## src/rtl/alu_share_arbiter.sv

```systemverilog
// Round-robin share of one combinational ALU between two requesters.
// Operands are registered, the result is captured one cycle later and held until accepted.
module alu_share_arbiter #(
  parameter int N     = 32,
  parameter int CNT_W = 16
) (
  input  logic             clk,
  input  logic             rst,
  input  logic [1:0]       req_valid,
  output logic [1:0]       req_ready,
  input  logic [3:0]       req0_sel,
  input  logic [3:0]       req1_sel,
  input  logic [N-1:0]     req0_a,
  input  logic [N-1:0]     req0_b,
  input  logic [N-1:0]     req1_a,
  input  logic [N-1:0]     req1_b,
  input  logic [4:0]       req0_shamt,
  input  logic [4:0]       req1_shamt,
  output logic [1:0]       rsp_valid,
  input  logic [1:0]       rsp_ready,
  output logic [N-1:0]     rsp_result,
  output logic [3:0]       rsp_flags,
  output logic [3:0]       alu_sel,
  output logic [N-1:0]     alu_a,
  output logic [N-1:0]     alu_b,
  output logic [4:0]       alu_shamt,
  input  logic [N-1:0]     alu_out,
  input  logic             alu_negative,
  input  logic             alu_zero,
  input  logic             alu_cout,
  input  logic             alu_overflow,
  output logic             busy,
  output logic [CNT_W-1:0] ops_done
);

  typedef enum logic [1:0] {
    IDLE,
    EXEC,
    RESP
  } state_e;

  typedef struct packed {
    logic [3:0]   sel;
    logic [N-1:0] a;
    logic [N-1:0] b;
    logic [4:0]   shamt;
  } op_t;

  state_e           state_q, state_d;
  op_t              op_q, op_d;
  logic             owner_q, owner_d;
  logic             last_q, last_d;
  logic [N-1:0]     res_q, res_d;
  logic [3:0]       flg_q, flg_d;
  logic [CNT_W-1:0] cnt_q, cnt_d;
  logic             gnt;

  // On a tie the requester that was not served last wins
  always_comb begin
    gnt = 1'b0;
    unique case (req_valid)
      2'b10:   gnt = 1'b1;
      2'b11:   gnt = ~last_q;
      default: gnt = 1'b0;
    endcase
  end

  always_comb begin
    state_d   = state_q;
    op_d      = op_q;
    owner_d   = owner_q;
    last_d    = last_q;
    res_d     = res_q;
    flg_d     = flg_q;
    cnt_d     = cnt_q;
    req_ready = 2'b00;
    rsp_valid = 2'b00;
    unique case (state_q)
      IDLE: begin
        if (|req_valid) begin
          req_ready = gnt ? 2'b10 : 2'b01;
          owner_d   = gnt;
          state_d   = EXEC;
          op_d      = gnt ?
            op_t'{req1_sel, req1_a, req1_b, req1_shamt} :
            op_t'{req0_sel, req0_a, req0_b, req0_shamt};
        end
      end
      EXEC: begin
        res_d   = alu_out;
        flg_d   = {alu_negative, alu_zero,
                   alu_cout, alu_overflow};
        state_d = RESP;
      end
      RESP: begin
        rsp_valid = owner_q ? 2'b10 : 2'b01;
        if (rsp_ready[owner_q]) begin
          last_d  = owner_q;
          state_d = IDLE;
          if (cnt_q != {CNT_W{1'b1}})
            cnt_d = cnt_q + CNT_W'(1);
        end
      end
      default: state_d = IDLE;
    endcase
  end

  always_ff @(posedge clk) begin
    if (rst) begin
      state_q <= IDLE;
      op_q    <= '0;
      owner_q <= 1'b0;
      last_q  <= 1'b1;
      res_q   <= '0;
      flg_q   <= '0;
      cnt_q   <= '0;
    end else begin
      state_q <= state_d;
      op_q    <= op_d;
      owner_q <= owner_d;
      last_q  <= last_d;
      res_q   <= res_d;
      flg_q   <= flg_d;
      cnt_q   <= cnt_d;
    end
  end

  assign alu_sel    = op_q.sel;
  assign alu_a      = op_q.a;
  assign alu_b      = op_q.b;
  assign alu_shamt  = op_q.shamt;
  assign rsp_result = res_q;
  assign rsp_flags  = flg_q;
  assign busy       = (state_q != IDLE);
  assign ops_done   = cnt_q;

endmodule

```

## config.mk

```make
export PLATFORM = sky130hd
export DESIGN_NAME = alu_share_arbiter
export DESIGN_NICKNAME = d
export VERILOG_FILES = /design/src/rtl/alu_share_arbiter.sv
export SDC_FILE = /design/constraint.sdc
export NUM_CORES = 1
export LEC_CHECK = 0
export CAP_MARGIN = 30
export CORE_AREA = 3 3 122 124
export CTS_CLUSTER_SIZE = 24
export DETAILED_ROUTE_END_ITERATION = 16
export DIE_AREA = 0 0 125 127
export DONT_BUFFER_PORTS = 1
export GPL_ROUTABILITY_DRIVEN = 0
export PLACE_DENSITY = 0.49
export SLEW_MARGIN = 20
export SYNTH_ARGS = -nofsm -noshare
export SYNTH_HDL_FRONTEND = slang
export SYNTH_SLANG_ARGS = --single-unit
```

## constraint.sdc

```tcl
create_clock -name clk -period 2.9 [get_ports clk]
set_input_delay 0.58 -clock clk [delete_from_list [all_inputs] [get_ports clk]]
set_output_delay 0.58 -clock clk [all_outputs]
set_load 0.03 [all_outputs]
```

* Word level (Yosys, flattened, before mapping)
Cells that the tools add are included.
** Cells by class
- $add $sub $neg :: 1
- Magnitude comparators :: 1
- Equal/unequal tests :: 7
- Mux-type cells :: 12
- Bitwise gates (word level) :: 1
- Reductions and logical operators :: 7
** Operators by type and width (number)
- 73-bit 2-to-1 mux :: 1
- 16-bit by 1-bit adder with 16-bit output (second input constant) :: 1
- 16-bit inequality test (second input constant) :: 1
- 2-bit 2-to-1 mux :: 7
- 2-bit equality test (second input constant) :: 3
- 2-bit case mux with 3 select lines :: 1
- 2-bit AND reduction :: 3
- 2-bit inequality test (second input constant) :: 2
- 3-bit AND reduction :: 1
- 2-bit by 1-bit equality test with 1-bit output (second input constant) :: 1
- 2-bit zero test :: 1
- 1-bit by 2-bit < comparator with 1-bit output (second input constant) :: 1
- 1-bit 2-to-1 mux :: 2
- 1-bit case mux with 2 select lines :: 1
- 2-bit nonzero test :: 1
- 2-bit OR reduction :: 1
- 1-bit inverter :: 1
** Storage, ports and cells
- Register bits :: 129
- Input bits :: 188
- Output and inout bits :: 130
- Word-level logic and storage cells :: 39

* Logic depth before layout (Yosys ltp)
Gate-level depths: netlist (run 1).
- Depth in word-level cells :: 5
- Mapped depth :: 7

* Worst setup path before layout (run 1)
No wires, ideal clock.
- Path type :: input port to flip-flop
- Start :: input port rsp_ready[1]
- End :: register cnt_q[15], in the netlist ops_done[15]
- Library setup time :: 70 ps
- Arrival :: 2183 ps
- Data required time :: 2830 ps
- Path slack :: 646 ps
- Stages :: 7
- Cell sequence :: mux2i_1 > nand2b_1 > buf_6 > or4b_1 > buf_2 > or4_1 > a21oi_1
** Between the ends
- Cells in the longest elaborated chain, start to end :: 3
** Ends and longest elaborated chain
- from (decl) :: RTL line 20 : input logic [1:0] rsp_ready,
- 1-bit 2-to-1 mux (not written as such) (2 in a row) :: RTL line 97 : if (rsp_ready[owner_q]) begin
- 3-bit AND reduction (no line)
- to (signal assigned) :: RTL line 124 : cnt_q <= cnt_d;
- to (decl) :: RTL line 55 : logic [CNT_W-1:0] cnt_q, cnt_d;
No other way between the ends. The select of a mux whose other input is x is not followed.
A chain may end at the register's enable or synchronous reset.

* Worst setup path after layout (run 1)
- Start :: register state_q[1]
- End :: output port req_ready[0]
** Between the ends
- Cells in the longest elaborated chain, start to end :: 2
** Ends and longest elaborated chain
- from (decl) :: RTL line 49 : state_e state_q, state_d;
- from (signal assigned) :: RTL line 118 : state_q <= state_d;
- 2-bit zero test :: RTL line 78 : unique case (state_q)
- 2-bit 2-to-1 mux :: RTL line 78
- to (decl) :: RTL line 10 : output logic [1:0] req_ready,
No other way between the ends.

==> results of run 1 <==
layer usage:
layer | track usage (%) | wire, um
met3 | 7.32 | 1440
met1 | 18.8 | 5360
met4 | 8.10 | 313
met5 | 0 | 0
met2 | 28.4 | 7110
worst max path at each step:
stage | cells after the start | to | startpoint | slack [ps]
floorplan | 7 | ops_done[15] | rsp_ready[1] | 650
global placement | 6 | ops_done[15] | ops_done[0] | 630
detailed placement | 6 | ops_done[15] | ops_done[0] | 620
CTS | 3 | req_ready[0] | state_q[1] | 460
global route | 3 | req_ready[0] | state_q[1] | 390
finish | 3 | req_ready[0] | state_q[1] | 510
per-stage QoR:
stage / cells / area, sq um / total power, mW
floorplan: 542 / 4920 / 2.65
global placement: 693 / 5130 / 2.74
detailed placement: 693 / 5130 / 2.75
CTS: 722 / 5670 / 4.74
global route: 722 / 5670 / 4.88
finish: 722 / 5670 / 4.67
layout make-up:
type	count	share of cell area, %
Sequential cell	129	45.5
Timing Repair Buffer	18	2.60
Tap cell	180	3.97
Clock inverter	7	1.54
Inverter	2	0.132
Clock buffer	22	8.01
Multi-Input combinational cell	364	38.2
layout by cell type (no fill, tap or decap), types with 3 or more instances in the layout:
cell type    n
clkbuf_1     4
clkinv_2     4
buf_4       17
nand3_1      4
a21oi_1     43
a211oi_1    18
nand4_1      9
a222oi_1    55
o21ai_0      5
xnor2_1      3
dfxtp_1    129
nor2_1      93
nand2_1     77
mux2i_1     19
nand2b_1     4
clkbuf_16   17
xor2_1       6
registers in the layout, summed over array words and instances (netlist names):
signal and count:
ops_done 16, alu_sel 4, rsp_result 32, alu_b 32, alu_a 32, rsp_flags 4, alu_shamt 5, last_q 1
state_q 2, owner_q 1
power groups by stage:
stage          clock network (mW)  registers, mW  logic (mW)
2_1_floorplan                   0           2.28       0.368
3_3_place_gp                    0           2.33       0.410
3_5_place_dp                    0           2.32       0.426
4_1_cts                      2.03           2.29       0.426
5_1_grt                      2.10           2.30       0.480
6_report                     1.96           2.29       0.420
cells by family (layout without fill, tap and decap cells):
| logic type | count (synthesis) | in the layout | synth area share (%) |
|---|---|---|---|
| AO/OA/AOI/OAI | 127 | 127 | 19.8 |
| AND/OR/NAND/NOR | 207 | 207 | 17.8 |
| adder cells (fa/ha/maj) | 1 | 1 | 0.254 |
| multiplexers | 20 | 20 | 4.10 |
| XOR/XNOR | 9 | 9 | 1.60 |
| flip-flops | 129 | 129 | 52.5 |
| buffers and inverters | 49 | 49 | 3.94 |
==> results.ini, run 1 <==
[worst_setup_path]
worstPathMaxFanout=10
ff2ff_setup_slack_ps=600
worstPathArrival_ps=1810
crit_type=reg2out
cp_top_family=simple AND/OR/NAND/NOR gates
cp_slowest_stage_delay_ps=450
worst_setup_path_start_kind=flop
reg2reg_from=ops_done[0]
worstRegToRegCells=6
required_ps=2320
crit_buf_inv=1
cp_slowest_cell=nor2_4
reg2reg_to=ops_done[15]
crit_path_end_kind=output pin
path_cells=nor2_1 > inv_1 > nor2_4

[synthesis]
synthArstFlopShare_pct=0
synth.most_common_cell=dfxtp_1
synth_edf_count=0
syn_nets=731
synth_top_flop_cell=dfxtp_1
yosysSeqAreaShare_pct=52.5
postSynthAreaPerCell_sq_um=9.07
synth.cell_area_sq_um=4920
synth_warnings=0
syn_inst=542
synth_top_cell_area_share_pct=52.5
synth_top_area_cell=dfxtp_1
synthTopCellsByCount=dfxtp_1, nor2_1, nand2_1, a222oi_1, a21oi_1
ys_seq_elements=129
ys_types=37
ys_top_cells_by_area=dfxtp_1, a222oi_1, nor2_1

[timing]
setup_viol=0
max_freq_mhz=419
skew_ps=9.05
slew_headroom_pct=59.6
tightest_slew_ps=603
whs_ps=251
rsz0062_at_grt=false
fin_setup_tns_ps=0
hold_viol_final=0
drv_slew=0
worst_slack_ps=512
fin_crit_ps=2390
post-route-period-util_pct=82.3

[power_and_ir_drop]
pwr-share-comb_pct=9.0
pwr-share-clk_pct=42.0
peakVddDrop_v=0.000384
leakage_nw=2.04
power_switching_mw=1.32
seqPwrFrac_pct=49.0
p_per_area_nw_per_um2=823
p_int_mw=3.35
switching_share_pct=28.2

[hold_path]
hp-class=in2reg
min_from=rst
worstHoldPathCells=1
hold_end=alu_a[11]

[drt]
dr.pass1.iters=6
drtIter0Drc=372
vias=4145
drcViolationCount=0
avgViaCountPerCell=5.74
routed_wl_um=14200
ant_nets=0
wire_per_inst_um=19.7

[floorplanning]
row_count=43
io_pins=318
die_area_sq_um=15900
start_util_pct=35.4
die_w_um=125
chipHeight_um=127
core-area_sq_um=13900

[cells_and_area]
area_delta_synth_final_pct=15.4
multiInputGateArea_sq_um=2170
postLayoutCoreUtil_pct=40.9
diodes=0
fillCellCount=1390
final_layout_size_suffix_gt1_share_pct=9.96
final_nets=721
register_area_sq_um=2580

[clocking]
cts-htree-levels=4
cts-buffers-inserted=17
clock-sinks=129
cts_resized=0
cts_tree=yes
root_buffer=clkbuf_16
cts.clk_slew.worst_paths_ps=60
cts_hold_buf=0
insertion_delay_ps=410
post_cts_buffers=0
cts_buffer_depth=2

[outcome]
status=finished clean

[placement]
dp_hpwl_um=10300
dp_slack_ps=618
io_buffer_count=0

[global_route]
overflow=0
grt_start_max_net_pins=131
grt.total_usage_pct=17.0
antenna_found_initial=0
grt_pass1_wl_um=21500
grt_pass1_vias=4063

[flow_run]
drv_cap=0

Power figures use the tool's default switching activity.
==> inputs of run 2 (changes only) <==
==> constraint.sdc (replaced) <==
create_clock -name clk -period 2.4 [get_ports clk]
set_input_delay 0.48 -clock clk [delete_from_list [all_inputs] [get_ports clk]]
set_output_delay 0.48 -clock clk [all_outputs]
set_load 0.03 [all_outputs]
==> results.ini, run 2 (same netlist as run 1, synthesis figures left out) <==
[timing]
fin_setup_tns_ps=0  ; unchanged
rsz0062_at_grt=false
skew_ps=5.89  ; -3.16 ps
whs_ps=152  ; -98.4 ps
post-route-period-util_pct=90.8
fin_crit_ps=2180
tightest_slew_ps=598  ; -5.44 ps
hold_viol_final=0  ; unchanged
drv_slew=0  ; unchanged
slew_headroom_pct=60.0  ; +0.36 points
max_freq_mhz=459
worst_slack_ps=221  ; -291 ps
setup_viol=0  ; unchanged

[power_and_ir_drop]
leakage_nw=2.12  ; +3.8%
p_int_mw=4.23  ; +26%
switching_share_pct=28.2  ; -0.041 points
seqPwrFrac_pct=46.8  ; -2.2 points
p_per_area_nw_per_um2=1010  ; +23%
power_switching_mw=1.66  ; +26%
pwr-share-clk_pct=44.4  ; +2.4 points
peakVddDrop_v=0.000414  ; +7.9%
p_total_mw=5.90  ; +26%
pwr-share-comb_pct=8.8  ; -0.2 points

[worst_setup_path]
worstPathArrival_ps=1700  ; -110 ps
required_ps=1920  ; -400 ps
worstRegToRegCells=6  ; unchanged
worstPathMaxFanout=56  ; +46
cp-startpoint=state_q[1]
ff2ff_setup_slack_ps=310  ; -290 ps
crit_type=reg2out
reg2reg_from=ops_done[1]
crit_path_end_kind=output pin
reg2reg_to=ops_done[15]
worst_setup_path_start_kind=flop

[clocking]
post_cts_buffers=0  ; unchanged
cts-buffers-inserted=17  ; unchanged
root_buffer=clkbuf_16
cts.clk_slew.worst_paths_ps=50  ; about the same
cts_tree=yes
cts-htree-levels=4  ; unchanged
clock-sinks=129  ; unchanged
cts_buffer_depth=2  ; unchanged
insertion_delay_ps=410  ; about the same

[cells_and_area]
stdcell_count=734  ; +1.7%
final_nets=730  ; +1.2%
fillCellCount=1358  ; -2.3%
postLayoutCoreUtil_pct=41.9  ; +1.0 points
layout_common_cells=dfxtp_1, nor2_1, nand2_1, a222oi_1, a21oi_1
final_area_sq_um=5820  ; +2.6%
final_common_cell=dfxtp_1
area_delta_synth_final_pct=18.4
diodes=0  ; unchanged
final_layout_size_suffix_gt1_share_pct=12.5  ; +2.5 points

[placement]
io_buffer_count=0  ; unchanged
dp_slack_ps=300  ; -318 ps
placedCellCount=702  ; +1.3%
post_dp_cell_area_sq_um=5210  ; +1.6%
dp_hpwl_um=10200  ; -0.92%

[hold_path]
hp-class=in2reg
min_from=rst
worstHoldPathCells=1  ; unchanged
hold_end=alu_a[13]

[floorplanning]
die_w_um=125  ; unchanged
chipHeight_um=127  ; unchanged
die_area_sq_um=15900  ; unchanged
core-area_sq_um=13900  ; unchanged
start_util_pct=35.4  ; unchanged
row_count=43  ; unchanged
io_pins=318  ; unchanged

[global_route]
antenna_found_initial=0  ; unchanged
grt_start_max_net_pins=131  ; unchanged
grt_pass1_vias=4012  ; -1.3%
grt_pass1_wl_um=21700  ; +0.71%
grt.total_usage_pct=17.1  ; +0.11 points
overflow=0  ; unchanged

[drt]
ant_nets=0  ; unchanged
routed_wl_um=14200  ; -0.39%
avgViaCountPerCell=5.66  ; -1.4%
drtIter0Drc=386  ; +3.8%
dr.pass1.iters=9  ; +3
vias=4157  ; +0.29%
drcViolationCount=0  ; unchanged
wire_per_inst_um=19.3  ; -2.0%

[outcome]
status=finished clean

[flow_run]
drv_cap=0  ; unchanged

[run 2: cell count changes in the layout (fill, tap and decap cells not counted)]
cell	delta
clkinvlp_4	+2
buf_12	+1
inv_2	+1
clkbuf_8	+2
bufinv_16	+1
clkbuf_1	-2
buf_4	+8
inv_1	-1
[run 2: how the worst max path moves through the flow]
stage          slack [ps]      endpoint
4_1_cts                90  req_ready[0]
5_1_grt                90  req_ready[0]
3_5_place_dp          300  ops_done[15]
2_1_floorplan         240   ops_done[3]
3_3_place_gp          310  ops_done[15]
6_report              220  req_ready[0]
[run 2: critical path: stages, from the launching register on]
cell and delay [ps]:
dfxtp_1 340, nor2_1 310, inv_2 200, nor2_4 160, buf_12 250
[run 2: layout make-up]
type	count	area [sq um]	share of cell area, %
repair buffers	27	228	3.91
clock buffers	22	474	8.15
inverters	2	7.51	0.129
clock inverters	10	133	2.28
multi-input cells	364	2170	37.3
well taps	180	225	3.87
flip-flops and latches	129	2580	44.4
[run 2: power groups by stage]
stage               Clock (mW)  Combinational (mW)  Sequential, mW
global placement             0               0.501            2.81
global route              2.79               0.593            2.78
finish                    2.62               0.517            2.76
CTS                       2.69               0.523            2.76
detailed placement           0               0.525            2.80
floorplan                    0               0.445            2.76
[run 2: per-layer routing]
layer	vias up	routed length, um	GRT usage [%]
li1	1980	-	-
met2	244	6930	28.1
met1	1906	5420	20.0
met4	0	353	7.33
met3	27	1460	6.81
met5	-	0	0
[run 2: timing repair]
item | in CTS | in global routing
setup endpoints to repair | 0 | 1
gates resized for setup | 0 | 1
hold buffers | 0 | 0
